<file path="config.mk">
export PLATFORM = sky130hd
export DESIGN_NAME = serial_add_arbiter
export DESIGN_NICKNAME = d
export VERILOG_FILES = /design/src/rtl/serial_add_arbiter.sv
export SDC_FILE = /design/constraint.sdc
export NUM_CORES = 1
export LEC_CHECK = 0
export CAP_MARGIN = 15
export CORE_UTILIZATION = 45
export CTS_CLUSTER_SIZE = 12
export DETAILED_ROUTE_END_ITERATION = 10
export GPL_TIMING_DRIVEN = 0
export PLACE_DENSITY = 0.79
export SYNTH_ARGS = -nofsm -noshare
export SYNTH_HDL_FRONTEND = slang
export SYNTH_SLANG_ARGS = --single-unit
</file>
<file path="constraint.sdc">
create_clock -name clk -period 2.1 [get_ports clk]
set_clock_uncertainty 0.05 [all_clocks]
set_input_delay 0.42 -clock clk [delete_from_list [all_inputs] [get_ports clk]]
set_output_delay 0.42 -clock clk [all_outputs]
set_load 0.005 [all_outputs]
</file>
<file path="src/rtl/serial_add_arbiter.sv">
// Two-requester round-robin front end feeding a single bit-serial adder.
// One operand pair is accepted in IDLE, added LSB first over W cycles, then held in DONE.
module serial_add_arbiter #(
    parameter int W = 8
) (
    input  logic         clk,
    input  logic         rst,
    input  logic         req0_valid,
    input  logic [W-1:0] req0_a,
    input  logic [W-1:0] req0_b,
    output logic         req0_ready,
    input  logic         req1_valid,
    input  logic [W-1:0] req1_a,
    input  logic [W-1:0] req1_b,
    output logic         req1_ready,
    output logic         rsp_valid,
    input  logic         rsp_ready,
    output logic         rsp_id,
    output logic [W-1:0] rsp_sum,
    output logic         rsp_cout,
    output logic         busy
);

    localparam int CW = (W > 2) ? $clog2(W) : 1;

    localparam logic [1:0] ST_IDLE  = 2'd0;
    localparam logic [1:0] ST_SHIFT = 2'd1;
    localparam logic [1:0] ST_DONE  = 2'd2;

    logic [1:0]    state_q, state_d;
    logic [W-1:0]  a_q, a_d;
    logic [W-1:0]  b_q, b_d;
    logic [W-1:0]  sum_q, sum_d;
    logic          carry_q, carry_d;
    logic [CW-1:0] cnt_q, cnt_d;
    logic          id_q, id_d;
    logic          last_q, last_d;

    logic          gnt0, gnt1;
    logic          fa_s, fa_c;

    // Grant only in IDLE and never during reset; on a tie the requester
    // not granted last wins (last_q == 1 favours requester 0).
    always_comb begin
        gnt0 = 1'b0;
        gnt1 = 1'b0;
        if (!rst && state_q == ST_IDLE) begin
            if (req0_valid && (!req1_valid || last_q)) begin
                gnt0 = 1'b1;
            end else if (req1_valid) begin
                gnt1 = 1'b1;
            end
        end
    end

    always_comb begin
        fa_s = a_q[0] ^ b_q[0] ^ carry_q;
        fa_c = (a_q[0] & b_q[0]) | (a_q[0] & carry_q) | (b_q[0] & carry_q);
    end

    always_comb begin
        state_d = state_q;
        a_d     = a_q;
        b_d     = b_q;
        sum_d   = sum_q;
        carry_d = carry_q;
        cnt_d   = cnt_q;
        id_d    = id_q;
        last_d  = last_q;
        case (state_q)
            ST_IDLE: begin
                if (gnt0 || gnt1) begin
                    a_d     = gnt1 ? req1_a : req0_a;
                    b_d     = gnt1 ? req1_b : req0_b;
                    sum_d   = '0;
                    carry_d = 1'b0;
                    cnt_d   = '0;
                    id_d    = gnt1;
                    last_d  = gnt1;
                    state_d = ST_SHIFT;
                end
            end
            ST_SHIFT: begin
                a_d     = {1'b0, a_q[W-1:1]};
                b_d     = {1'b0, b_q[W-1:1]};
                sum_d   = {fa_s, sum_q[W-1:1]};
                carry_d = fa_c;
                cnt_d   = cnt_q + CW'(1);
                if (cnt_q == CW'(W - 1)) begin
                    state_d = ST_DONE;
                end
            end
            ST_DONE: begin
                if (rsp_ready) begin
                    state_d = ST_IDLE;
                end
            end
            default: state_d = ST_IDLE;
        endcase
    end

    always_ff @(posedge clk) begin
        if (rst) begin
            state_q <= ST_IDLE;
            a_q     <= '0;
            b_q     <= '0;
            sum_q   <= '0;
            carry_q <= 1'b0;
            cnt_q   <= '0;
            id_q    <= 1'b0;
            last_q  <= 1'b1;
        end else begin
            state_q <= state_d;
            a_q     <= a_d;
            b_q     <= b_d;
            sum_q   <= sum_d;
            carry_q <= carry_d;
            cnt_q   <= cnt_d;
            id_q    <= id_d;
            last_q  <= last_d;
        end
    end

    assign req0_ready = gnt0;
    assign req1_ready = gnt1;
    assign rsp_valid  = (state_q == ST_DONE);
    assign rsp_id     = id_q;
    assign rsp_sum    = sum_q;
    assign rsp_cout   = carry_q;
    assign busy       = (state_q != ST_IDLE);

endmodule

</file>
==> results of run 1 <==
-- worst max-delay path by stage --
stage | start | to | slack (ns) | cells past startpoint
4_1_cts | state_q[1] | req1_ready | 0.004 | 5
5_1_grt | state_q[0] | req0_ready | 0.006 | 4
3_3_place_gp | rst | req1_ready | -0.46 | 5
3_5_place_dp | rst | req1_ready | -0.48 | 5
2_1_floorplan | rst | req1_ready | 0.69 | 3
6_report | state_q[0] | req0_ready | 0.08 | 4
-- synthesized netlist by cell type, drive strengths merged, types with 2 or more instances --
cell	number	area share
o22ai	5	0.020
buf	9	0.042
nand2	20	0.049
a22o	4	0.023
o221ai	14	0.084
or2	3	0.012
nor3	2	0.014
a311oi	2	0.011
nand2b	12	0.049
inv	17	0.042
nor3b	2	0.017
o21bai	2	0.0098
mux2i	14	0.091
dfxtp	32	0.42
o21ai	2	0.0065
a21oi	4	0.013
ha	2	0.016
a22oi	2	0.0098
-- per-layer routing --
| layer | routed length [µm] | GRT usage | up-vias |
|---|---|---|---|
| li1 | - | - | 692 |
| met1 | 1554 | 0.2593 | 632 |
| met2 | 1667 | 0.3595 | 50 |
| met3 | 165 | 0.03838 | 4 |
| met4 | 29 | 0.05844 | 0 |
| met5 | 0 | 0 | - |
-- state kept, by name, indices dropped and copies added (netlist names) --
name	count
last_q	1
rsp_sum	8
a_q	8
b_q	8
cnt_q	3
rsp_cout	1
rsp_id	1
state_q	2
-- metrics by stage --
stage | hold slack (ns) | util | std cells | setup WS [ns]
floorplan | 0.3826 | - | 162 | 0.6917
global placement | 0.3885 | 0.6631 | 256 | -0.4575
detailed placement | 0.3953 | 0.6631 | 256 | -0.4805
CTS | 0.4109 | 0.6849 | 264 | 0.003932
global route | 0.4451 | 0.6893 | 264 | 0.005543
finish | 0.4094 | 0.6893 | 264 | 0.07852
-- worst max-delay path: cells and delay by family, from the launching register on --
| family | cells | cell delay (ns) |
|---|---|---|
| buffers and inverters | 2 | 0.65 |
| DFF | 1 | 0.31 |
| and+or+nand+nor | 2 | 0.27 |
-- layout make-up --
type                    instances  share of cell area
well taps                      44             0.02533
repair buffers                 51              0.2343
clock buffers                   8             0.02706
flip-flops and latches         32              0.2965
inverters                      17             0.02936
multi-input cells             103              0.3523
plain buffers                   9             0.03512
-- what timing repair did --
action,4_1_cts,5_1_grt
resized for setup,7,5
setup buffers,1,0
endpoints found under the setup margin,4,3
pin swaps,1,1
hold endpoints to repair,0,0
-- where the power goes --
group | internal, mW | total, mW | switching [mW]
clock network | 0.165 | 0.364 | 0.198
registers | 0.643 | 0.664 | 0.0213
logic | 0.145 | 0.248 | 0.104
total | 0.953 | 1.28 | 0.323
-- cells by family after synthesis --
| group | Yosys count |
|---|---|
| mux | 14 |
| flops | 32 |
| simple gates | 46 |
| fa+ha+maj | 3 |
| compound gates | 40 |
| buf+inv | 27 |
==> results.cfg, run 1 <==
[layout]
fillers = 271
layout-drive-gt1-share = 0.1136
multiInputGateArea_um2 = 765.7
mostFrequentLayoutCells = clkdlybuf4s50_1, dfxtp_1, nand2_1
regArea_um2 = 644.4
final_common_cell = clkdlybuf4s50_1
fin_area_mm2 = 0.002173
diodes = 0
syn_to_final_growth_pct = 41.56
fin_nets = 259

[floorplan]
pin_count = 51
core_area_mm2 = 0.003153
die_w_um = 60.41
std_cell_rows = 20
die_h_um = 60.41
dieArea_mm2 = 0.003649
initial_core_util = 0.4869

[sta]
setup_tns_ns = 0
setup_viol = 0
fmax_ghz = 0.4947
tightest_slew_ns = 0.5106
hold_violations = 0
period_needed_ns = 2.021
slew_violations = 0
final.period_utilization = 0.9626
slew_headroom = 0.6596
grt_setup_unrepaired = false

[pwr]
p_total_mw = 1.276
p_leak_nw = 0.8470
p_per_area_mw_per_mm2 = 587.1
vdd_drop_max_mv = 0.3405

[synthesis]
synthXorXnorAreaFrac = 0
synth-simple-area-share = 0.1687
async_flop_share = 0
synthesis.area_mm2 = 0.001535
muxShareOfSynthArea = 0.09128
synth-seq-cells = 32
synth_flop_cell = dfxtp_1
seq_area_frac_synth = 0.4173
syn_nets = 202
synth_compound_area_frac = 0.2078
synthDistinctLibCells = 39
ys_warn_count = 0
syn_avg_cell_area_um2 = 9.477
netlist_instances = 162
synth_top_family_by_area = compound AO/OA/AOI/OAI gates
synth_edf_count = 0
synth_adder_area_share = 0.02934

[clocking]
cts.hold.buffers_added = 0
ctsLongestPathBuffers = 2
cts_tree = yes
path_clk_slew_ns = 0.09
clock-sinks = 32
clk-insertion-delay-late_ns = 0.32
cts-root-buf = clkbuf_4
cts_max_level = 2
numCtsBuffers = 5

[worst_hold_path]
holdCritStartpoint = rsp_id
hold_path_class = flop to flop
hold_path_end = rsp_id
hold_depth = 2

[placement]
io_buffers = 50
place_congestion = 0.8041
dp_hpwl_mm = 2.671
post_dp_cell_area_mm2 = 0.002091

[worst_setup_path]
worstReg2RegEnd = a_q[4]
cp.arrival_ns = 1.55
rr_startpoint = state_q[0]
crit_type = flop to output port
slowest_delay_ns = 0.49
critPathLaunchType = flop
cp_max_fo = 10
r2r_slack_ns = 0.57
end_kind = output port
crit_path_cell_trace = buf_4 > nor3_4 > and3_1 > clkdlybuf4s50_1
cp.required_ns = 1.63
reg2regPathDepth = 5
slowest_stage = clkdlybuf4s50_1

[route]
drt_first_iter_violations = 69
drc = 0
dr_total_vias = 1378
ant_nets = 0
firstDrtPassIters = 4
via_per_inst = 5.220
detail_route.wl_per_cell_um = 12.94
totalWireLength_mm = 3.416

[grt]
antenna_found_initial = 0
grtUsageTotal = 0.2058
overflow = 0
grt_pass1_vias = 1305
grt_max_degree = 20
grt_pass1_wl_mm = 5.637

[outcome]
status = complete, no violations

[job]
drv_cap = 0
No activity file was read; power rests on OpenSTA's default activity.
==> inputs of run 2 (changes only) <==
--- a/config.mk
+++ b/config.mk
@@ -11,6 +11,7 @@
 export DETAILED_ROUTE_END_ITERATION = 10
 export GPL_TIMING_DRIVEN = 0
 export PLACE_DENSITY = 0.79
+export SLEW_MARGIN = 20
 export SYNTH_ARGS = -nofsm -noshare
 export SYNTH_HDL_FRONTEND = slang
 export SYNTH_SLANG_ARGS = --single-unit
==> results of run 2 <==
Same layout as run 1: the final DEF is identical, and so are final timing and power.
